## src/rtl/mmio_timer.sv

```systemverilog
// Memory-mapped timer/GPIO responder on the core's data-memory port.
// Free-running counter with compare/match flag, interrupt and a 32-bit output register.
module mmio_timer #(
  parameter logic [31:0] BASE = 32'h0000_0400
) (
  input  logic        clk,
  input  logic        reset,
  input  logic        MemWrite,
  input  logic [31:0] DataAdr,
  input  logic [31:0] WriteData,
  output logic [31:0] ReadData,
  output logic        Hit,
  output logic        Irq,
  output logic [31:0] GpioOut
);

  localparam logic [2:0] IDX_CTRL   = 3'd0;
  localparam logic [2:0] IDX_COUNT  = 3'd1;
  localparam logic [2:0] IDX_CMP    = 3'd2;
  localparam logic [2:0] IDX_STATUS = 3'd3;
  localparam logic [2:0] IDX_OUT    = 3'd4;

  logic [2:0]  ctrl_q, ctrl_d;
  logic [31:0] count_q, count_d;
  logic [31:0] cmp_q, cmp_d;
  logic        flag_q, flag_d;
  logic [31:0] out_q, out_d;

  logic [2:0]  idx;
  logic        we;
  logic        en, reload, irq_en;
  logic        match;
  logic        unused_adr;

  assign unused_adr = ^DataAdr[1:0];

  assign Hit = (DataAdr[31:5] == BASE[31:5]);
  assign idx = DataAdr[4:2];
  assign we  = MemWrite & Hit;

  assign en     = ctrl_q[0];
  assign reload = ctrl_q[1];
  assign irq_en = ctrl_q[2];

  // Match uses the registered CTRL/COMPARE, so same-edge writes only affect later cycles.
  assign match = en && (count_q == cmp_q);

  always_comb begin
    ctrl_d  = ctrl_q;
    cmp_d   = cmp_q;
    out_d   = out_q;
    count_d = count_q;
    flag_d  = flag_q;

    if (we && idx == IDX_CTRL) ctrl_d = WriteData[2:0];
    if (we && idx == IDX_CMP)  cmp_d  = WriteData;
    if (we && idx == IDX_OUT)  out_d  = WriteData;

    if (we && idx == IDX_COUNT)  count_d = WriteData;
    else if (match && reload)    count_d = 32'd0;
    else if (en)                 count_d = count_q + 32'd1;

    // A new match wins over a coincident write-1-to-clear.
    if (match)                                          flag_d = 1'b1;
    else if (we && idx == IDX_STATUS && WriteData[0])   flag_d = 1'b0;
  end

  always_ff @(posedge clk or posedge reset) begin
    if (reset) begin
      ctrl_q  <= 3'd0;
      count_q <= 32'd0;
      cmp_q   <= 32'd0;
      flag_q  <= 1'b0;
      out_q   <= 32'd0;
    end else begin
      ctrl_q  <= ctrl_d;
      count_q <= count_d;
      cmp_q   <= cmp_d;
      flag_q  <= flag_d;
      out_q   <= out_d;
    end
  end

  always_comb begin
    ReadData = 32'd0;
    if (Hit) begin
      case (idx)
        IDX_CTRL:   ReadData = {29'd0, ctrl_q};
        IDX_COUNT:  ReadData = count_q;
        IDX_CMP:    ReadData = cmp_q;
        IDX_STATUS: ReadData = {31'd0, flag_q};
        IDX_OUT:    ReadData = out_q;
        default:    ReadData = 32'd0;
      endcase
    end
  end

  assign Irq     = flag_q & irq_en;
  assign GpioOut = out_q;

endmodule

```

## config.mk

```make
export PLATFORM = sky130hd
export DESIGN_NAME = mmio_timer
export DESIGN_NICKNAME = d
export VERILOG_FILES = /design/src/rtl/mmio_timer.sv
export SDC_FILE = /design/constraint.sdc
export NUM_CORES = 1
export LEC_CHECK = 0
export ABC_AREA = 1
export BUFFER_PORTS_ARGS = -buffer_cell sky130_fd_sc_hd__buf_2
export CAP_MARGIN = 20
export CORE_UTILIZATION = 32
export CTS_CLUSTER_DIAMETER = 40
export DETAILED_ROUTE_END_ITERATION = 16
export GPL_TIMING_DRIVEN = 1
export PLACE_DENSITY = 0.48
export SLEW_MARGIN = 20
export SYNTH_ARGS = -nofsm -noshare
export SYNTH_HDL_FRONTEND = slang
export SYNTH_SLANG_ARGS = --single-unit
```

## constraint.sdc

```tcl
create_clock -name clk -period 4.1 [get_ports clk]
set_input_delay 0.615 -clock clk [delete_from_list [all_inputs] [get_ports clk]]
set_output_delay 0.615 -clock clk [all_outputs]
set_load 0.02 [all_outputs]
```

==> results of run 1 <==
## worst min-delay path by stage
stage / startpoint / to / slack [ns] / cells after the start
2_1_floorplan: ctrl_q[2] / ctrl_q[2] / 0.47 / 2
3_3_place_gp: GpioOut[28] / GpioOut[28] / 0.49 / 2
3_5_place_dp: GpioOut[4] / GpioOut[4] / 0.49 / 2
4_1_cts: reset / GpioOut[10] / 0.32 / 2
5_1_grt: reset / GpioOut[10] / 0.34 / 2
6_report: reset / GpioOut[10] / 0.29 / 2
## power groups by stage
stage,logic [mW],clock network [mW],registers (mW)
finish,0.0969,0.966,0.985
detailed placement,0.0990,0,1.00
CTS,0.0995,0.980,0.985
global route,0.110,1.02,0.985
floorplan,0.0416,0,1.01
global placement,0.0997,0,1.00
## cell families after synthesis
| family | share of synthesized area, % |
|---|---|
| buf+inv | 12.2 |
| xor+xnor | 2.81 |
| fa+ha+maj | 0.182 |
| compound gates | 15.7 |
| flops | 36.5 |
| simple gates | 32.6 |
## layout by cell type, fill, tap and decap left out, types with 10 or more instances in the layout
master,n
a21oi_1,42
a21oi_2,12
a31oi_1,10
buf_2,130
dfrtp_1,100
inv_1,136
nand2_1,298
nand3_1,42
nand3b_1,11
nor2_1,128
nor3_1,13
o21ai_0,80
o21ai_2,11
o22ai_1,19
xor2_1,17
## registers in the layout, summed over array words and instances (netlist names)
name     flops
ctrl_q       3
GpioOut     32
cmp_q       32
flag_q       1
count_q     32
## critical path, cell delays in order
cell and delay (ns):
buf_2 0.14, nor3_2 0.15, buf_4 0.30, inv_1 0.43
o22ai_1 0.34, a21oi_1 0.07, a21oi_1 0.17, buf_2 0.19
## layer usage
layer	wire, um	vias up
li1	-	3465
met1	11900	3203
met2	10900	133
met3	682	25
met4	473	0
met5	0	-
## per-stage QoR
stage               setup slack (ns)  total power [mW]  instance area, um2  instances
detailed placement              1.09              1.10                7640       1399
floorplan                      0.866              1.05                6860       1039
global placement                1.09              1.10                7640       1399
finish                          1.08              2.05                7980       1415
global route                   0.987              2.12                7980       1415
CTS                             1.07              2.06                7970       1415
## final cells by class
type                       instances  share of cell area, %
sequential                       100                   31.4
multi-input combinational        739                   44.4
inverter                         147                   6.96
clock buffer                      10                   2.87
clock inverter                     6                   1.19
timing repair buffer             138                   8.91
tap                              275                   4.31
==> run summary, run 1 <==
die area -> 0.0220 mm2
outcome -> complete, no violations
Root Driver -> clkbuf_16
hold slack -> 0.292 ns
Reg area -> 0.00250 mm2
antenna cells -> 0
Synth Cell Area -> 0.00686 mm2
r2r startpoint -> count_q[0]
WL/cell -> 16.9 um
Worst-Margin Slew -> 0.842 ns
Fin. Hold Viols -> 0
top cells by instance count after synthesis -> nand2_1, inv_1, nor2_1
multi-input gate area in the final layout -> 0.00354 mm2
Nets -> 1203
synth top area cells -> dfrtp_1, nand2_1, inv_1, nor2_1, o21ai_0
grt ovf -> 0
met3 GRT Util -> 2.61%
switching power -> 0.489 mW
Core ar. -> 0.0210 mm2
number of clock sinks -> 100
wirelength, routed -> 23.9 mm
global-route met2 utilization -> 35.3%
CTS tree -> built
ys async rst share -> 100%
Vias/cell -> 4.82
first drt pass iteration count -> 5
Leakage -> 4.01 nW
Int Power -> 1.56 mW
Arr. time, crit path -> 2.41 ns
EDFF count, synth -> 0
CTS Buf Count -> 9
Worst-path clk slew -> 0.08 ns
DR iter-0 viols -> 559
die width -> 148 um
crit path max fanout -> 20
worst rel slew slack -> 43.8%
dpl hpwl -> 17.7 mm
Tcrit/Tclk final -> 73.7%
Yosys top cell area share -> 36.5%
GRT Total Usage -> 22.6%
RD Place Congestion -> 0.941
via count -> 6826
synth unique cells -> 39
remaining antenna violation count after routing -> 0
fmax -> 331 MHz
vias in the first global route -> 6634
critical path required time -> 3.48 ns
Hold WC Path Type -> in2async
syn_area_per_cell -> 6.61 um2
drt drc -> 0
clock share of power -> 47.2%
R2R Setup Slk -> 1.67 ns
Syn Inst Count -> 1039
fin util -> 38.0%
Post-synth top flop -> dfrtp_1
worst setup path endpoint -> ReadData[1]
post-route setup TNS -> 0 ns
r2r worst-path depth -> 8
H-Tree Depth -> 3
crit start category -> input port
share of layout cells above drive strength 1 -> 18.6%
port bufs -> 130
Synth Net Count -> 1107
part of the Yosys area used for sequential elements -> 36.5%
Area growth, synth to finish -> 16.2%
Final setup viols -> 0
boundary pin count -> 133
grt met1 use -> 32.5%
initial antenna violation count -> 0
crit end category -> output pin
clk_lat worst skew -> 0.36 ns
Post-CTS Hold Buffers -> 0
Die Y -> 148 um
RSZ-0062 raised after global routing -> no
first-pass GRT wire length -> 38.2 mm
Peak VDD IR -> 0.190 mV
max-capacitance violation count -> 0
Flop pwr share -> 48.1%
max-slew violations -> 0
Seq cells post-synth -> 100
Rows -> 53
Setup crit start -> DataAdr[4]
Clock Skews -> 0.0147 ns
initial core utilization -> 32.7%
largest area contributor in the netlist -> dfrtp_1
GR peak layer -> met2
post-CTS setup buffers -> 0
switching share of power -> 23.9%
pwr/cell area -> 257 mW/mm2
minimum clock period -> 3.02 ns
clock buffer depth -> 2
logic gate share of total power -> 4.7%
Yosys Warn Count -> 0
top-count cell post-synth -> nand2_1
reg-to-reg endpoint -> count_q[26]
Setup CP Type -> in2out
pin count of the biggest net entering global routing -> 65
Layout fillers -> 2301
post_cts resized -> 0
(Power assumes the default switching activity.)
==> run 2: changes to the inputs <==
Settings changed: PLACE_DENSITY 0.48 to 0.5.
Clock period 4.1 ns to 2.5 ns, I/O delays scaled along.
==> run 2 against run 1 <==
Compared with the run above:
- critical path depth is 1 higher
- utilization rose by 0.38 points
- via count grew 0.22%
- sequential power grew 64%
- critical endpoint is now count_q[26]
- flip-flop and latch count unchanged
- sequential share of layout area down 0.31 points
- non-clock buffer count is 13 higher
- routed wire length decreased by 3.5%
- clock skew decreased by 0.0053 ns
- largest cell class unchanged
- largest power group unchanged
==> run summary, run 2 (same netlist as run 1, synthesis figures left out) <==
outcome -> complete, no violations
first-pass GRT wire length -> 37.3 mm (-2.3%)
R2R Setup Slk -> 0.23 ns (-1.44 ns)
critical path required time -> 2.79 ns (-0.69 ns)
post-place setup slack -> 0.307 ns (-0.786 ns)
placed cell area -> 0.00778 mm2 (+1.8%)
Area growth, synth to finish -> 17.4%
first drt pass iteration count -> 5 (unchanged)
H-Tree Depth -> 3 (unchanged)
CP cell instances -> ha_1 -> nand3_4 -> nor3_1 -> buf_4 -> nand3b_1 -> xor2_1 -> inv_1 -> nand3_1 -> a21oi_1
dpl hpwl -> 17.5 mm (-1.2%)
post-CTS setup buffers -> 0 (unchanged)
share of layout cells above drive strength 1 -> 19.5% (+0.93 points)
crit start category -> flip-flop
Hold WC Path Type -> in2async
crit path max fanout -> 7 (-65%)
worst rel slew slack -> 60.7% (+17 points)
max-slew violations -> 0 (unchanged)
post_cts resized -> 0 (unchanged)
commonest non-fill, non-tap cell in the layout -> nand2_1
Nets -> 1216 (+1.1%)
post-route setup TNS -> 0 ns (unchanged)
Worst-path clk slew -> 0.07 ns (about the same)
Core ar. -> 0.0210 mm2 (unchanged)
remaining antenna violation count after routing -> 0 (unchanged)
Setup CP Type -> reg2reg
Rows -> 53 (unchanged)
Peak VDD IR -> 0.311 mV (+64%)
r2r startpoint -> count_q[0]
grt ovf -> 0 (unchanged)
Arr. time, crit path -> 2.56 ns (+0.15 ns)
antenna cells -> 0 (unchanged)
initial antenna violation count -> 0 (unchanged)
number of clock sinks -> 100 (unchanged)
Clock Skews -> 0.00946 ns (-0.00526 ns)
clk_lat worst skew -> 0.36 ns (about the same)
Leakage -> 4.03 nW (+0.39%)
Root Driver -> clkbuf_16
vias in the first global route -> 6590 (-0.66%)
Fin. Hold Viols -> 0 (unchanged)
Final setup viols -> 0 (unchanged)
DR iter-0 viols -> 394 (-30%)
critical-path cell with the highest stage delay -> dfrtp_1
RSZ-0062 raised after global routing -> no
port bufs -> 130 (unchanged)
boundary pin count -> 133 (unchanged)
CTS tree -> built
WL/cell -> 16.2 um (-4.3%)
clock buffer depth -> 2 (unchanged)
wirelength, routed -> 23.1 mm (-3.5%)
Post-CTS Hold Buffers -> 0 (unchanged)
fmax -> 440 MHz
crit-path max cell delay -> 0.48 ns (+0.05 ns)
RD Place Congestion -> 0.928 (-1.3%)
Tcrit/Tclk final -> 90.9%
Vias/cell -> 4.79 (-0.62%)
pin count of the biggest net entering global routing -> 101 (+55%)
initial core utilization -> 32.7% (unchanged)
post-layout instance area -> 0.00806 mm2 (+1.0%)
max-capacitance violation count -> 0 (unchanged)
GRT Total Usage -> 22.1% (-0.56 points)
minimum clock period -> 2.27 ns
die width -> 148 um (unchanged)
Die Y -> 148 um (unchanged)
Setup crit start -> count_q[0]
hold slack -> 0.163 ns (-0.130 ns)
commonest cells after routing, fill and taps aside -> nand2_1, inv_1, buf_2
via count -> 6841 (+0.22%)
Worst-Margin Slew -> 0.590 ns (-0.252 ns)
crit end category -> flip-flop
CTS Buf Count -> 9 (unchanged)
pwr/cell area -> 389 mW/mm2 (+52%)
drt drc -> 0 (unchanged)
final worst slack -> 0.227 ns (-0.852 ns)
Layout fillers -> 2281 (-0.87%)
die area -> 0.0220 mm2 (unchanged)
[run 2: final timing paths]
path | end | depth (start not counted)
min reg2reg | GpioOut[10] | 2
max | count_q[26] | 9
min | cmp_q[10] | 3
max reg2reg | count_q[26] | 9
max in group asynchronous | count_q[25] | 3
min in group clk | count_q[13] | 3
[run 2: routing by layer]
metal  wire length (um)  GRT usage [%]  up-vias
met3                565           2.18       22
met5                  0              0        -
met4                477           7.32        0
met1              11500           31.2     3204
li1                   -              -     3490
met2              10500           35.0      125
[run 2: layout make-up]
cell class                 instances  area (um2)  area share (%)
timing repair buffer             151         846            10.5
clock buffer                      11         253            3.14
clock inverter                     4        25.0           0.311
multi-input combinational        739        3530            43.8
sequential                       100        2500            31.1
tap                              275         344            4.27
inverter                         147         557            6.91
[run 2: critical path: cells and delay by family, from the launching register on]
kind	cells	cell delay [ns]
fa+ha+maj	1	0.30
buf+inv	2	0.26
compound gates	1	0.13
xor+xnor	1	0.18
simple gates	4	0.85
flops	1	0.48
[run 2: per-stage QoR]
step | power (mW) | utilization (%) | instances
2_1_floorplan | 1.72 | - | 1039
3_3_place_gp | 1.82 | 37.0 | 1412
3_5_place_dp | 1.82 | 37.0 | 1412
4_1_cts | 3.18 | 38.3 | 1427
5_1_grt | 3.25 | 38.3 | 1427
6_report | 3.14 | 38.3 | 1427
[run 2: where the power goes]
| group | switching [mW] | internal (mW) | total (mW) | leakage [nW] |
|---|---|---|---|---|
| clock network | 0.637 | 0.721 | 1.36 | 0.133 |
| logic | 0.108 | 0.0553 | 0.163 | 2.50 |
| registers | 0.000000869 | 1.62 | 1.62 | 1.40 |
| total | 0.744 | 2.39 | 3.14 | 4.03 |
